[src/rtl/branch_pkg.sv]
// Shared types and constants for the ID-stage branch resolution unit.
// CNT_W sizes the statistics counters built with BRANCH_STATS_EN.
package branch_pkg;

    typedef enum logic [0:0] {IDLE, STALL} state_e;

    typedef logic [1:0] need_t;

    localparam need_t      NEED_0   = 2'd0;
    localparam need_t      NEED_1   = 2'd1;
    localparam need_t      NEED_2   = 2'd2;
    localparam logic [4:0] REG_ZERO = 5'd0;
    localparam int unsigned CNT_W   = 32;

    // Register 0 is hard-wired, so a write to it never creates a dependency.
    function automatic logic reg_hit(logic [4:0] dst, logic [4:0] rs, logic [4:0] rt);
        return (dst != REG_ZERO) && ((dst == rs) || (dst == rt));
    endfunction

endpackage

[src/rtl/branch_resolve_if.sv]
// Bundle between the ID-stage decoder/comparator and the branch resolution unit.
// Counter signals exist only when BRANCH_STATS_EN is defined.
interface branch_resolve_if;
    import branch_pkg::*;

    logic             Branch;
    logic             BranchNE;
    logic [4:0]       Rs;
    logic [4:0]       Rt;
    logic             EqualResult;
    logic [31:0]      PCPlus4;
    logic [31:0]      SignExtImm;
    logic             EX_RegWrite;
    logic             EX_MemRead;
    logic [4:0]       EX_WriteReg;
    logic             MEM_MemRead;
    logic [4:0]       MEM_WriteReg;
    logic             Stall;
    logic             PCSrc;
    logic             IF_Flush;
    logic [31:0]      BranchTarget;
`ifdef BRANCH_STATS_EN
    logic [CNT_W-1:0] BranchCount;
    logic [CNT_W-1:0] TakenCount;
    logic [CNT_W-1:0] StallCount;
`endif

    modport master (
        output Branch, BranchNE, Rs, Rt, EqualResult, PCPlus4, SignExtImm,
               EX_RegWrite, EX_MemRead, EX_WriteReg, MEM_MemRead, MEM_WriteReg,
        input  Stall, PCSrc, IF_Flush, BranchTarget
`ifdef BRANCH_STATS_EN
        , input BranchCount, TakenCount, StallCount
`endif
    );

    modport slave (
        input  Branch, BranchNE, Rs, Rt, EqualResult, PCPlus4, SignExtImm,
               EX_RegWrite, EX_MemRead, EX_WriteReg, MEM_MemRead, MEM_WriteReg,
        output Stall, PCSrc, IF_Flush, BranchTarget
`ifdef BRANCH_STATS_EN
        , output BranchCount, TakenCount, StallCount
`endif
    );

endinterface

[src/rtl/branch_hazard_detect.sv]
// Combinational branch-operand hazard classifier: how many stall cycles the
// branch in ID needs before its forwarded operands are valid.
module branch_hazard_detect
    import branch_pkg::*;
(
    input  logic [4:0] rs_i,
    input  logic [4:0] rt_i,
    input  logic       ex_reg_write_i,
    input  logic       ex_mem_read_i,
    input  logic [4:0] ex_write_reg_i,
    input  logic       mem_mem_read_i,
    input  logic [4:0] mem_write_reg_i,
    output need_t      need_o
);

    logic ex_hit;
    logic mem_hit;

    assign ex_hit  = reg_hit(ex_write_reg_i, rs_i, rt_i);
    assign mem_hit = reg_hit(mem_write_reg_i, rs_i, rt_i);

    // Later assignments have higher priority, giving the max of all needs.
    always_comb begin
        need_o = NEED_0;
        if (mem_mem_read_i && mem_hit) need_o = NEED_1;
        if (ex_reg_write_i && !ex_mem_read_i && ex_hit) need_o = NEED_1;
        if (ex_mem_read_i && ex_hit) need_o = NEED_2;
    end

endmodule

[src/rtl/branch_resolve.sv]
// ID-stage branch resolution: PC redirect, IF/ID flush and operand-hazard stalls.
// Optional BRANCH_STATS_EN adds saturating branch/taken/stall counters.
module branch_resolve
    import branch_pkg::*;
(
    input  logic           clk,
    input  logic           rst_n,
    branch_resolve_if.slave bus
);

    state_e     state_q, state_d;
    logic [0:0] cnt_q, cnt_d;
    need_t      need;
    logic       br;
    logic       stall;
    logic       pcsrc;
    logic       resolve;

    branch_hazard_detect u_hazard (
        .rs_i            (bus.Rs),
        .rt_i            (bus.Rt),
        .ex_reg_write_i  (bus.EX_RegWrite),
        .ex_mem_read_i   (bus.EX_MemRead),
        .ex_write_reg_i  (bus.EX_WriteReg),
        .mem_mem_read_i  (bus.MEM_MemRead),
        .mem_write_reg_i (bus.MEM_WriteReg),
        .need_o          (need)
    );

    assign br = bus.Branch | bus.BranchNE;

    always_comb begin
        state_d = state_q;
        cnt_d   = cnt_q;
        stall   = 1'b0;
        pcsrc   = 1'b0;
        resolve = 1'b0;
        unique case (state_q)
            IDLE: begin
                if (br && (need != NEED_0)) begin
                    stall = 1'b1;
                    if (need == NEED_2) begin
                        state_d = STALL;
                        cnt_d   = 1'b0;
                    end
                end else if (br) begin
                    resolve = 1'b1;
                    // beq wins if both decodes are set.
                    pcsrc   = bus.Branch ? bus.EqualResult : !bus.EqualResult;
                end
            end
            STALL: begin
                stall = 1'b1;
                if (cnt_q == 1'b0) state_d = IDLE;
                else               cnt_d   = cnt_q - 1'b1;
            end
            default: state_d = IDLE;
        endcase
    end

    always_ff @(posedge clk or negedge rst_n) begin
        if (!rst_n) begin
            state_q <= IDLE;
            cnt_q   <= 1'b0;
        end else begin
            state_q <= state_d;
            cnt_q   <= cnt_d;
        end
    end

    assign bus.Stall        = stall;
    assign bus.PCSrc        = pcsrc;
    assign bus.IF_Flush     = pcsrc;
    assign bus.BranchTarget = bus.PCPlus4 + {bus.SignExtImm[29:0], 2'b00};

`ifdef BRANCH_STATS_EN
    logic [CNT_W-1:0] branch_cnt_q, branch_cnt_d;
    logic [CNT_W-1:0] taken_cnt_q, taken_cnt_d;
    logic [CNT_W-1:0] stall_cnt_q, stall_cnt_d;

    always_comb begin
        branch_cnt_d = branch_cnt_q;
        taken_cnt_d  = taken_cnt_q;
        stall_cnt_d  = stall_cnt_q;
        if (resolve && !(&branch_cnt_q)) branch_cnt_d = branch_cnt_q + 1'b1;
        if (pcsrc && !(&taken_cnt_q))    taken_cnt_d  = taken_cnt_q + 1'b1;
        if (stall && !(&stall_cnt_q))    stall_cnt_d  = stall_cnt_q + 1'b1;
    end

    always_ff @(posedge clk or negedge rst_n) begin
        if (!rst_n) begin
            branch_cnt_q <= '0;
            taken_cnt_q  <= '0;
            stall_cnt_q  <= '0;
        end else begin
            branch_cnt_q <= branch_cnt_d;
            taken_cnt_q  <= taken_cnt_d;
            stall_cnt_q  <= stall_cnt_d;
        end
    end

    assign bus.BranchCount = branch_cnt_q;
    assign bus.TakenCount  = taken_cnt_q;
    assign bus.StallCount  = stall_cnt_q;
`endif

endmodule

[src/flat_wrapper.sv]
// flat-port wrapper written by rule: the top's interface ports become plain ports
module branch_resolve_flat import branch_pkg::*;
  (clk, rst_n, bus_Branch, bus_BranchNE, bus_Rs, bus_Rt, bus_EqualResult, bus_PCPlus4, bus_SignExtImm, bus_EX_RegWrite, bus_EX_MemRead, bus_EX_WriteReg, bus_MEM_MemRead, bus_MEM_WriteReg, bus_Stall, bus_PCSrc, bus_IF_Flush, bus_BranchTarget);
  branch_resolve_if bus_i ();
  input  logic clk;
  input  logic rst_n;
  input wire logic [$bits(bus_i.Branch)-1:0] bus_Branch;
  input wire logic [$bits(bus_i.BranchNE)-1:0] bus_BranchNE;
  input wire logic [$bits(bus_i.Rs)-1:0] bus_Rs;
  input wire logic [$bits(bus_i.Rt)-1:0] bus_Rt;
  input wire logic [$bits(bus_i.EqualResult)-1:0] bus_EqualResult;
  input wire logic [$bits(bus_i.PCPlus4)-1:0] bus_PCPlus4;
  input wire logic [$bits(bus_i.SignExtImm)-1:0] bus_SignExtImm;
  input wire logic [$bits(bus_i.EX_RegWrite)-1:0] bus_EX_RegWrite;
  input wire logic [$bits(bus_i.EX_MemRead)-1:0] bus_EX_MemRead;
  input wire logic [$bits(bus_i.EX_WriteReg)-1:0] bus_EX_WriteReg;
  input wire logic [$bits(bus_i.MEM_MemRead)-1:0] bus_MEM_MemRead;
  input wire logic [$bits(bus_i.MEM_WriteReg)-1:0] bus_MEM_WriteReg;
  output wire logic [$bits(bus_i.Stall)-1:0] bus_Stall;
  output wire logic [$bits(bus_i.PCSrc)-1:0] bus_PCSrc;
  output wire logic [$bits(bus_i.IF_Flush)-1:0] bus_IF_Flush;
  output wire logic [$bits(bus_i.BranchTarget)-1:0] bus_BranchTarget;
  assign bus_i.Branch = bus_Branch;
  assign bus_i.BranchNE = bus_BranchNE;
  assign bus_i.Rs = bus_Rs;
  assign bus_i.Rt = bus_Rt;
  assign bus_i.EqualResult = bus_EqualResult;
  assign bus_i.PCPlus4 = bus_PCPlus4;
  assign bus_i.SignExtImm = bus_SignExtImm;
  assign bus_i.EX_RegWrite = bus_EX_RegWrite;
  assign bus_i.EX_MemRead = bus_EX_MemRead;
  assign bus_i.EX_WriteReg = bus_EX_WriteReg;
  assign bus_i.MEM_MemRead = bus_MEM_MemRead;
  assign bus_i.MEM_WriteReg = bus_MEM_WriteReg;
  assign bus_Stall = bus_i.Stall;
  assign bus_PCSrc = bus_i.PCSrc;
  assign bus_IF_Flush = bus_i.IF_Flush;
  assign bus_BranchTarget = bus_i.BranchTarget;
  branch_resolve u_core (.clk(clk), .rst_n(rst_n), .bus(bus_i));
endmodule
[config.mk]
export PLATFORM = sky130hd
export DESIGN_NAME = branch_resolve_flat
export DESIGN_NICKNAME = d
export VERILOG_FILES = /design/src/rtl/branch_pkg.sv /design/src/rtl/branch_resolve_if.sv /design/src/rtl/branch_hazard_detect.sv /design/src/rtl/branch_resolve.sv /design/src/flat_wrapper.sv
export SDC_FILE = /design/constraint.sdc
export NUM_CORES = 1
export LEC_CHECK = 0
export CAP_MARGIN = 20
export CORE_MARGIN = 2
export CORE_UTILIZATION = 41
export DETAILED_ROUTE_END_ITERATION = 8
export PLACE_DENSITY = 0.91
export REMOVE_ABC_BUFFERS = 1
export SLEW_MARGIN = 20
export SYNTH_ARGS = -nofsm -noshare
export SYNTH_HDL_FRONTEND = slang
export SYNTH_HIERARCHICAL = 1
export SYNTH_SLANG_ARGS = --single-unit
[constraint.sdc]
create_clock -name clk -period 6.9 [get_ports clk]
set_input_delay 1.38 -clock clk [delete_from_list [all_inputs] [get_ports clk]]
set_output_delay 1.38 -clock clk [all_outputs]
set_load 0.01 [all_outputs]
==> results.py, run 1 <==
metrics = {
    "synth": {
        "yosysSeqAreaShare": 0.01267,
        "syn_inst": 266,
        "synth_top_area_share": 0.1838,
        "synthArstFlopShare": 1.000,
        "yosys.area.top_type": "ha_1",
        "synth_area_um2": 1974,
        "synth-seq-cells": 1,
        "synth_area_per_cell_um2": 7.423,
        "synth_warnings": 6,
        "synthTopCellsByArea": "ha_1 (18%), xor2_1 (11%), xnor2_1 (10%)",
        "ys_dominant_reg_cell": "dfrtp_1",
        "synth_cell_types": 56,
        "synth_edf_count": 0,
    },
    "critical_path": {
        "r2r_end": "u_core/state_q",
        "crit_chain": "clkdlybuf4s50_1 -> ha_1 -> inv_1 -> fa_1 -> nor2b_1 -> o2111ai_1 -> nand2_1 -> a211oi_2 -> o21bai_1 -> a221o_1 -> xor2_1 -> clkdlybuf4s50_1",
        "crit_top_cell": "clkdlybuf4s50_1",
        "cp_data_arrival_time_ps": 4500,
        "critPathKind": "in -> out",
        "slowest_stage": "clkdlybuf4s50_1",
        "reg2reg_from": "u_core/state_q",
        "startpoint_type": "input port",
        "cp_data_required_time_ps": 5520,
        "path_buf_inv": 3,
        "r2r_slack_ps": 6150,
        "worstPathMaxFanout": 4,
        "slowest_delay_ps": 580,
        "end_kind": "output port",
        "rr_worst_depth": 1,
        "critPathTopFamily": "buffers and inverters",
    },
    "grt": {
        "grt_max_degree": 10,
        "grt_pass1_wl_um": 10220,
        "grt_usage": 0.2292,
        "grt_pass1_vias": 2360,
        "grt_antenna_before_repair": 0,
        "globalRouteOverflowTotal": 0,
    },
    "flow_run": {
        "cap_violations": 0,
    },
    "clock_network": {
        "cts_hold_repair.buffers": 0,
        "clk_pin_slew_ps": 0,
        "clock_latency_ps": 0,
        "postCtsSetupBuffers": 0,
        "cts_resized": 0,
    },
    "power": {
        "p_int_uw": 190.7,
        "power.share.clock": 0,
        "seqPwrFrac": 0.018,
        "switching_share": 0.4343,
        "power_frac_comb": 0.982,
        "p_leak_nw": 1.333,
        "irDropWorstVdd_mv": 0.06392,
        "total_power_uw": 337.2,
        "power_density_nw_per_um2": 105.6,
        "switchingPower_uw": 146.5,
    },
    "sta": {
        "fmax_mhz": 170.2,
        "period_share": 0.8516,
        "slew_headroom": 0.7306,
        "tightest_slew_ps": 401.2,
        "tns_ps": 0,
        "setup_viol": 0,
        "slew_violations": 0,
        "clock_skew_ps": 0,
        "hold_viol_final": 0,
        "rsz0062_at_grt": "no",
        "fin_crit_ps": 5876,
    },
    "route": {
        "vias": 2443,
        "drt-total-wl_um": 6488,
        "ant_nets": 0,
        "wl_per_cell_um": 15.02,
        "via_per_inst": 5.655,
        "first_pass_iters": 4,
        "drc_errors": 0,
        "drt_iter0_markers": 185,
    },
    "final_layout": {
        "top_regs": "u_core/state_q (1)",
        "fin_area_um2": 3192,
        "regMostFlops": "u_core/state_q",
        "synthToLayoutAreaGrowth_pct": 61.66,
        "nets": 502,
        "nFillCells": 393,
        "drive_gt1_frac": 0.03704,
        "antenna_cells": 0,
        "utilization": 0.6803,
        "multi_input_comb_area_um2": 1861,
        "fin_cells": 432,
        "regArea_um2": 25.02,
        "largest_reg_flops": 1,
    },
    "hold_path": {
        "min_to": "u_core/state_q",
        "min_path_cells": 1,
        "min-delay-start": "u_core/state_q",
        "hold_class": "reg -> reg",
    },
    "place": {
        "io_buffers": 120,
        "gp_congestion": 0.9071,
        "dp.cells": 432,
        "hpwl_um": 5770,
        "place_area_um2": 3192,
    },
    "floorplan": {
        "rows": 25,
        "ioPinCount": 127,
        "initial_core_util": 0.4208,
        "die_width_um": 73.40,
        "die_h_um": 73.40,
        "core_area_um2": 4692,
        "die-area_um2": 5387,
    },
    "status": {
        "outcome": "finished, final reports clean",
    },
}
-- through the flow --
step                setup slack, ps  hold WS (ps)
global placement               1171         415.7
CTS                            1037         426.0
finish                         1024         422.0
detailed placement             1045         426.0
floorplan                      2308         405.8
global route                  818.4         451.1
-- cells in the final DEF (no fill, tap or decap), drive strengths merged, types with 5 or more instances in the layout --
cell type,synthesis,routed
a211oi,5,5
a21o,18,18
a21oi,27,27
and3,5,5
clkdlybuf4s50,0,120
ha,29,29
inv,10,10
nand2,20,20
nand3,7,7
nand4,5,5
nor2,16,16
nor3,5,5
o21ai,17,17
o21bai,6,6
xnor2,23,23
xor2,25,25
-- power by group through the flow --
| stage | combinational, mW | sequential (mW) | clock (mW) |
|---|---|---|---|
| detailed placement | 0.330 | 0.00619 | 0 |
| floorplan | 0.167 | 0.00618 | 0 |
| CTS | 0.331 | 0.00619 | 0 |
| global placement | 0.323 | 0.00618 | 0 |
| global route | 0.356 | 0.00622 | 0 |
| finish | 0.331 | 0.00619 | 0 |
-- cell families after synthesis --
kind of cell	synth area share
and+or+nand+nor	0.1984
xor gates and xnor gates	0.2129
DFF	0.01267
buffers and inverters	0.04500
adders and majority gates	0.1939
AOI/OAI and AO/OA	0.3371
-- synth_stat cells (all sizes together) (4+ instances only) --
master and instances:
nand3 7, xor2 25, and3 5, o21bai 6, xnor2 23, ha 29, a211oi 5, buf 6
inv 10, nor2 16, nor3 5, a21o 18, a21oi 27, nand4 5, o21ai 17, a31oi 4
nand2 20
-- how the worst max path moves through the flow --
stage | cells past startpoint | end | from | slack, ps
floorplan | 10 | bus_BranchTarget[26] | bus_PCPlus4[2] | 2310
CTS | 12 | bus_BranchTarget[28] | bus_PCPlus4[2] | 1040
detailed placement | 12 | bus_BranchTarget[28] | bus_PCPlus4[2] | 1040
global route | 12 | bus_BranchTarget[30] | bus_PCPlus4[2] | 820
finish | 12 | bus_BranchTarget[28] | bus_PCPlus4[2] | 1020
global placement | 12 | bus_BranchTarget[28] | bus_PCPlus4[2] | 1170
-- area by class of cell --
| class | count | share of cell area |
|---|---|---|
| Multi-Input combinational cell | 247 | 0.5829 |
| Timing Repair Buffer | 120 | 0.3763 |
| Tap cell | 54 | 0.02117 |
| Inverter | 10 | 0.01176 |
| Sequential cell | 1 | 0.007840 |
-- layer usage --
layer  vias to the layer above  part of all wire  track usage
li1                       1214                 -            -
met1                      1107              0.39       0.2615
met2                       112              0.52       0.4545
met3                        10             0.075      0.02606
met4                         0             0.012      0.04040
met5                         -                 0            0
Power figures use the tool's default switching activity.
==> inputs of run 2 (changes only) <==
--- a/config.mk
+++ b/config.mk
@@ -10,7 +10,6 @@
 export CORE_UTILIZATION = 41
 export DETAILED_ROUTE_END_ITERATION = 8
 export PLACE_DENSITY = 0.91
-export REMOVE_ABC_BUFFERS = 1
 export SLEW_MARGIN = 20
 export SYNTH_ARGS = -nofsm -noshare
 export SYNTH_HDL_FRONTEND = slang
==> results.py, run 2 (synthesis results as in run 1) <==
metrics = {
    "status": {
        "outcome": "finished, final reports clean",
    },
    "flow_run": {
        "cap_violations": 0,
    },
    "place": {
        "gp_congestion": 0.9462,
        "io_buffers": 120,
        "place_ws_ps": 1113,
        "hpwl_um": 5513,
    },
    "sta": {
        "slew_violations": 0,
        "period_share": 0.8438,
        "fmax_mhz": 171.8,
        "tns_ps": 0,
        "tightest_slew_ps": 407.3,
        "rsz0062_at_grt": "no",
        "hold_viol_final": 0,
        "fin_crit_ps": 5822,
        "slew_headroom": 0.7264,
        "setup_viol": 0,
        "clock_skew_ps": 0,
        "setup_slack_ps": 1078,
    },
    "grt": {
        "grt_usage": 0.2252,
        "grt_pass1_vias": 2315,
        "grt_max_degree": 10,
        "globalRouteOverflowTotal": 0,
        "grt_antenna_before_repair": 0,
        "grt_pass1_wl_um": 10010,
    },
    "route": {
        "via_per_inst": 5.597,
        "wl_met1_um": 2568,
        "drc_errors": 0,
        "vias": 2418,
        "wl_met3_um": 443,
        "ant_nets": 0,
        "drt_iter0_markers": 100,
        "wl_per_cell_um": 14.49,
        "drt-total-wl_um": 6258,
        "met2_wirelength_um": 3132,
        "top_layer": "met4",
        "first_pass_iters": 4,
    },
    "critical_path": {
        "critPathKind": "in -> out",
        "reg2reg_from": "u_core/state_q",
        "cp_data_required_time_ps": 5520,
        "cp_data_arrival_time_ps": 4440,
        "rr_worst_depth": 1,
        "startpoint_type": "input port",
        "r2r_slack_ps": 6170,
        "r2r_end": "u_core/state_q",
        "end_kind": "output port",
        "worstPathMaxFanout": 4,
    },
    "clock_network": {
        "clock_latency_ps": 0,
        "cts_hold_repair.buffers": 0,
        "cts_resized": 0,
        "clk_pin_slew_ps": 0,
        "postCtsSetupBuffers": 0,
    },
    "final_layout": {
        "layout_common_cells": "clkdlybuf4s50_1 (120), ha_1 (29), xor2_1 (25)",
        "regMostFlops": "u_core/state_q",
        "drive_gt1_frac": 0.03704,
        "largest_reg_flops": 1,
        "multi_input_comb_area_um2": 1861,
        "nets": 502,
        "antenna_cells": 0,
        "nFillCells": 404,
        "final_common_cell": "clkdlybuf4s50_1",
        "regArea_um2": 25.02,
        "synthToLayoutAreaGrowth_pct": 61.66,
        "top_regs": "u_core/state_q (1)",
    },
    "floorplan": {
        "initial_core_util": 0.4208,
        "rows": 25,
        "die_width_um": 73.40,
        "core_area_um2": 4692,
        "die-area_um2": 5387,
        "die_h_um": 73.40,
        "ioPinCount": 127,
    },
    "hold_path": {
        "min_to": "u_core/state_q",
        "min_path_cells": 1,
        "min-delay-start": "u_core/state_q",
        "hold_class": "reg -> reg",
    },
    "power": {
        "p_leak_nw": 1.333,
        "power_density_nw_per_um2": 105.0,
        "irDropWorstVdd_mv": 0.06276,
    },
    "synth": {
        "synthesis.nets": 388,
    },
}
run 2: worst max-delay path by stage:
| stage | startpoint | end | slack [ps] |
|---|---|---|---|
| floorplan | bus_PCPlus4[2] | bus_BranchTarget[26] | 2310 |
| finish | bus_PCPlus4[2] | bus_BranchTarget[26] | 1080 |
| global route | bus_PCPlus4[2] | bus_BranchTarget[26] | 810 |
| global placement | bus_PCPlus4[2] | bus_BranchTarget[30] | 1140 |
| detailed placement | bus_PCPlus4[2] | bus_BranchTarget[30] | 1110 |
| CTS | bus_PCPlus4[2] | bus_BranchTarget[30] | 1090 |
run 2: cell type report:
class / instances / share of cell area
inverter: 10 / 0.01176
multi-input combinational: 247 / 0.5829
tap: 54 / 0.02117
timing repair buffer: 120 / 0.3763
sequential: 1 / 0.007840
run 2: metal layers:
metal	GRT usage	vias up
li1	-	1220
met1	0.2826	1087
met2	0.4254	99
met3	0.008230	12
met4	0.04444	0
met5	0	-
run 2: through the flow:
| step | total power [mW] | hold WS (ps) | instance area [µm²] | utilization | std cells |
|---|---|---|---|---|---|
| after floorplan | 0.1762 | 405.8 | 1974 | - | 266 |
| after global placement | 0.3275 | 424.3 | 3192 | 0.6803 | 432 |
| after detailed placement | 0.3339 | 434.2 | 3192 | 0.6803 | 432 |
| after CTS | 0.3357 | 433.0 | 3192 | 0.6803 | 432 |
| after global routing | 0.3628 | 451.4 | 3192 | 0.6803 | 432 |
| final | 0.3351 | 424.6 | 3192 | 0.6803 | 432 |
run 2: worst max-delay path: stages:
cell and delay (ps):
clkdlybuf4s50_1 460, ha_1 180, inv_1 60, fa_1 400, nor2b_1 190, o2111ai_1 120
nand2_1 190, a41oi_1 220, or2_0 270, o21ai_0 230, xor2_1 180, clkdlybuf4s50_1 560
run 2: report_power, final:
group	switching, mW	internal (mW)
sequential	0.0000726	0.00613
clock	0	0
combinational	0.144	0.184
total	0.144	0.191
==> inputs of run 3 (changes only) <==
--- a/config.mk
+++ b/config.mk
@@ -7,9 +7,9 @@
 export LEC_CHECK = 0
 export CAP_MARGIN = 20
 export CORE_MARGIN = 2
-export CORE_UTILIZATION = 41
+export CORE_UTILIZATION = 34
 export DETAILED_ROUTE_END_ITERATION = 8
-export PLACE_DENSITY = 0.91
+export PLACE_DENSITY = 0.81
 export SLEW_MARGIN = 20
 export SYNTH_ARGS = -nofsm -noshare
 export SYNTH_HDL_FRONTEND = slang
==> constraint.sdc (replaced) <==
create_clock -name clk -period 4.8 [get_ports clk]
set_input_delay 0.96 -clock clk [delete_from_list [all_inputs] [get_ports clk]]
set_output_delay 0.96 -clock clk [all_outputs]
set_load 0.01 [all_outputs]
==> results.py, run 3 (synthesis results as in run 1) <==
metrics = {
    "status": {
        "outcome": "finished, final reports clean",
    },
    "sta": {
        "slew_violations": 0,
        "tightest_slew_ps": 320.6,
        "tns_ps": 0,
        "rsz0062_at_grt": "no",
        "slew_headroom": 0.7855,
        "fin_crit_ps": 4655,
        "setup_slack_ps": 145.1,
        "fmax_mhz": 214.8,
        "clock_skew_ps": 0,
        "period_share": 0.9698,
        "setup_viol": 0,
        "hold_viol_final": 0,
    },
    "critical_path": {
        "crit_chain": "clkdlybuf4s50_1 -> ha_1 -> a21oi_2 -> o21ai_0 -> a32o_1 -> a311oi_1 -> o21ai_1 -> buf_4 -> xnor2_1 -> clkdlybuf4s50_1",
        "path_buf_inv": 3,
        "critPathTopFamily": "buffers and inverters",
        "slowest_delay_ps": 570,
        "slowest_stage": "clkdlybuf4s50_1",
        "critPathKind": "in -> out",
        "startpoint_type": "input port",
        "crit_top_cell": "clkdlybuf4s50_1",
        "cp_data_required_time_ps": 3840,
        "end_kind": "output port",
        "worstPathMaxFanout": 4,
        "cp_data_arrival_time_ps": 3690,
    },
    "route": {
        "vias": 2512,
        "wl_met3_um": 763,
        "drc_errors": 0,
        "drt-total-wl_um": 6406,
        "first_pass_iters": 4,
        "top_layer": "met4",
        "wl_per_cell_um": 13.57,
        "met2_wirelength_um": 3155,
        "ant_nets": 0,
        "via_per_inst": 5.322,
        "drt_iter0_markers": 127,
        "wl_met1_um": 2406,
    },
    "floorplan": {
        "die-area_um2": 6433,
        "die_width_um": 80.21,
        "ioPinCount": 127,
        "core_area_um2": 5574,
        "rows": 27,
        "die_h_um": 80.21,
        "initial_core_util": 0.3542,
    },
    "flow_run": {
        "cap_violations": 0,
    },
    "power": {
        "switching_share": 0.4233,
        "power_density_nw_per_um2": 149.6,
        "power.share.clock": 0,
        "power_frac_comb": 0.983,
        "seqPwrFrac": 0.017,
        "irDropWorstVdd_mv": 0.07085,
        "p_leak_nw": 1.480,
        "total_power_uw": 515.4,
        "switchingPower_uw": 218.2,
        "p_int_uw": 297.2,
    },
    "grt": {
        "grt_pass1_vias": 2417,
        "grt_pass1_wl_um": 10120,
        "grt_max_degree": 9,
        "grt_antenna_before_repair": 0,
        "globalRouteOverflowTotal": 0,
        "grt_usage": 0.1860,
    },
    "synth": {
        "synthesis.nets": 388,
    },
    "place": {
        "gp_congestion": 0.8922,
        "io_buffers": 120,
        "hpwl_um": 5457,
        "place_ws_ps": -137.9,
    },
    "final_layout": {
        "regMostFlops": "u_core/state_q",
        "layout_common_cells": "clkdlybuf4s50_1 (114), xor2_1 (25), ha_1 (25)",
        "synthToLayoutAreaGrowth_pct": 74.46,
        "drive_gt1_frac": 0.1200,
        "top_regs": "u_core/state_q (1)",
        "largest_reg_flops": 1,
        "antenna_cells": 0,
        "nets": 524,
        "final_common_cell": "clkdlybuf4s50_1",
    },
    "hold_path": {
        "hold_class": "reg -> reg",
    },
    "clock_network": {
        "clk_pin_slew_ps": 0,
        "clock_latency_ps": 0,
    },
}
run 3: cell types whose count changed in the layout (fill, tap and decap cells not counted), sizes merged:
| cell | previous run | this run |
|---|---|---|
| buf | 0 | 22 |
| clkdlybuf4s50 | 120 | 114 |
| dlygate4sd2 | 0 | 2 |
| dlymetal6s2s | 0 | 4 |
run 3: area by class of cell:
class / count / area (µm²)
timing repair buffer: 142 / 1374
tap: 72 / 90.09
inverter: 10 / 37.54
fill: 520 / 2130
sequential: 1 / 25.02
multi-input combinational: 247 / 1918
run 3: worst paths after layout:
path / depth (start not counted) / from / slack [ps] / to
min in group asynchronous: 1 / rst_n / 1120 / u_core/state_q
worst min-delay path: 1 / u_core/state_q / 430 / u_core/state_q
max in group asynchronous: 1 / rst_n / 3570 / u_core/state_q
worst max register to register: 1 / u_core/state_q / 4050 / u_core/state_q
worst max-delay path: 10 / bus_PCPlus4[16] / 150 / bus_BranchTarget[25]
worst min register to register: 1 / u_core/state_q / 430 / u_core/state_q
run 3: routing by layer:
layer,vias up,GRT usage
li1,1258,-
met1,1122,0.2052
met2,124,0.3558
met3,8,0.05730
met4,0,0.02034
met5,-,0
run 3: through the flow:
step,hold slack [ps],instance area (µm²),instances,util
floorplan,405.8,1974,266,-
global placement,415.6,3327,465,0.5969
detailed placement,429.5,3327,465,0.5969
CTS,428.0,3348,465,0.6007
global route,429.5,3445,472,0.6180
finish,425.8,3445,472,0.6180
run 3: power by group through the flow:
stage	combinational (mW)	sequential (mW)	clock, mW
6_report	0.506	0.00891	0
3_5_place_dp	0.489	0.00891	0
2_1_floorplan	0.244	0.00888	0
4_1_cts	0.494	0.00891	0
5_1_grt	0.549	0.00891	0
3_3_place_gp	0.482	0.00889	0
run 3: repair_timing:
action / CTS / global route
pin swaps: 1 / 4
resized for setup: 9 / 14
cloned: 0 / 0
buffers inserted: 0 / 7
endpoints found under the hold margin: 0 / 0
hold buffers: 0 / 0
endpoints found under the setup margin: 7 / 10
==> variant, RTL diff (settings of run 3) <==
The package constant `REG_ZERO` goes from 5'd0 to 5'd1.
--- a/src/rtl/branch_pkg.sv
+++ b/src/rtl/branch_pkg.sv
@@ -9,7 +9,7 @@
     localparam need_t      NEED_0   = 2'd0;
     localparam need_t      NEED_1   = 2'd1;
     localparam need_t      NEED_2   = 2'd2;
-    localparam logic [4:0] REG_ZERO = 5'd0;
+    localparam logic [4:0] REG_ZERO = 5'd1;
     localparam int unsigned CNT_W   = 32;
 
     // Register 0 is hard-wired, so a write to it never creates a dependency.
Formal check against the unedited RTL: not equivalent (Yosys sat finds a counterexample within 4 cycles, from zero or initial values and one cycle with rst_n low).
==> variant against run 3 <==
Wire length is 0.89% lower; area after synthesis is 0.19% higher; via count is 1.8% lower; utilization is 0.36 points higher; total power is 0.60% lower; worst setup slack worse by 0.026 ns; sequential cell count stayed put; largest power group unchanged; maximum frequency is 0.56% lower; design area is 0.58% higher.
==> variant: results (changes against run 3) <==
metric;value;unit;change
result of the run;finished, final reports clean;;unchanged
first-pass GRT wire length;10000;um;was 10100 um
pin count of the biggest net entering global routing;10;;was 9
Detailed Route WL;6350;um;was 6410 um
GRT Total Usage;18.2;%;was 18.6%
fraction of synthesized cell area in xor and xnor cells;21.3;%;about the same
largest cells by area after synthesis;ha_1 (18%), xor2_1 (11%), xnor2_1 (10%);;unchanged
start point of the critical path;bus_SignExtImm[0];;was bus_PCPlus4[16]
Internal Pwr Total;298;uW;was 297 uW
final net count;530;;was 524
drt first-iter violations;67;;was 127
via count of the first global-routing pass;2437;;was 2417
worst-case vdd ir drop;0.0780;mV;was 0.0708 mV
compound-gate portion of the synthesized area;33.6;%;was 33.7%
Via density;5.16;;was 5.32
post-synthesis sequential area ratio;1.27;%;about the same
FFs w/ async S/R, synth;100;%;unchanged
longest individual stage delay on the worst path;0.55;ns;was 0.57 ns
post-place setup slack;-0.0711;ns;was -0.138 ns
Adder-Cell Fraction of Synth Area;19.4;%;about the same
total half-perimeter wirelength after legalization and detailed placement;5540;um;was 5460 um
fraction of final layout cells with drive strength greater than 1;11.8;%;was 12.0%
transition time at the pin with the least slew margin;0.495;ns;was 0.321 ns
clock slew at reported path FFs;0;ns;about the same
Crit path arrival time;3.72;ns;was 3.69 ns
met2 track demand over resource;36.2;%;was 35.6%
routability congestion estimate from global placement;0.916;;was 0.892
Filler Cell Count;509;;was 520
met3 Resource Use GR;2.13;%;was 5.73%
met1 Usage GRT;21.3;%;was 20.5%
Via Count;2467;;was 2512
placed cell count;476;;was 465
leakage power summed over all cells;1.53;nW;was 1.48 nW
-- variant: changes by cell type after synthesis --
cell | before | now
nor4_1 | 0 | 1
nor3b_1 | 1 | 0
nor3b_2 | 0 | 1
or4_1 | 2 | 0
o21ai_1 | 3 | 5
o21ai_0 | 13 | 11
nor3_1 | 4 | 5
nor3_2 | 1 | 0
nand2b_1 | 3 | 4
or4b_1 | 0 | 1
nor2_1 | 16 | 15
-- variant: cell families (layout without fill, tap and decap cells) --
family / Yosys count / count (layout)
buf+inv: 18 / 158
compound gates: 95 / 95
flops: 1 / 1
simple gates: 74 / 74
fa+ha+maj: 30 / 30
xor+xnor: 48 / 48
-- variant: critical path: cells and delay by family --
family	cells	cell delay, ns
fa+ha+maj	2	0.55
xor+xnor	1	0.13
simple gates	2	0.32
compound gates	3	0.56
buf+inv	4	1.21
-- variant: layout make-up --
cell class | instances | area share [%]
inverter | 10 | 1.08
timing repair buffer | 148 | 41.2
multi-input combinational | 247 | 54.4
sequential | 1 | 0.722
tap | 72 | 2.60
-- variant: final timing paths --
check                      slack, ns  cells past startpoint              endpoint
min                             0.44                      1        u_core/state_q
max reg2reg                     4.02                      1        u_core/state_q
min in group asynchronous       1.11                      1        u_core/state_q
min reg2reg                     0.44                      1        u_core/state_q
max                             0.12                     12  bus_BranchTarget[18]
max in group asynchronous       3.59                      1        u_core/state_q
-- variant: per-stage QoR --
| stage | power, mW | area (um2) |
|---|---|---|
| 6_report | 0.512 | 3460 |
| 3_3_place_gp | 0.506 | 3410 |
| 3_5_place_dp | 0.512 | 3410 |
| 4_1_cts | 0.514 | 3420 |
| 5_1_grt | 0.554 | 3460 |
| 2_1_floorplan | 0.254 | 1980 |
-- variant: timing repair --
action,CTS,global route
setup endpoints to repair,3,10
pin swaps,0,2
resized for setup,4,13
buffers inserted,0,2
-- variant: per-layer routing --
layer,vias up,share of wire (%)
met3,4,6.0
met4,0,0.57
li1,1276,-
met2,71,51
met5,-,0
met1,1116,43
-- variant: power by group through the flow --
| stage | sequential [mW] | combinational (mW) | clock, mW |
|---|---|---|---|
| 4_1_cts | 0.00894 | 0.505 | 0 |
| 2_1_floorplan | 0.00888 | 0.245 | 0 |
| 3_3_place_gp | 0.00890 | 0.497 | 0 |
| 6_report | 0.00892 | 0.503 | 0 |
| 3_5_place_dp | 0.00894 | 0.503 | 0 |
| 5_1_grt | 0.00895 | 0.545 | 0 |
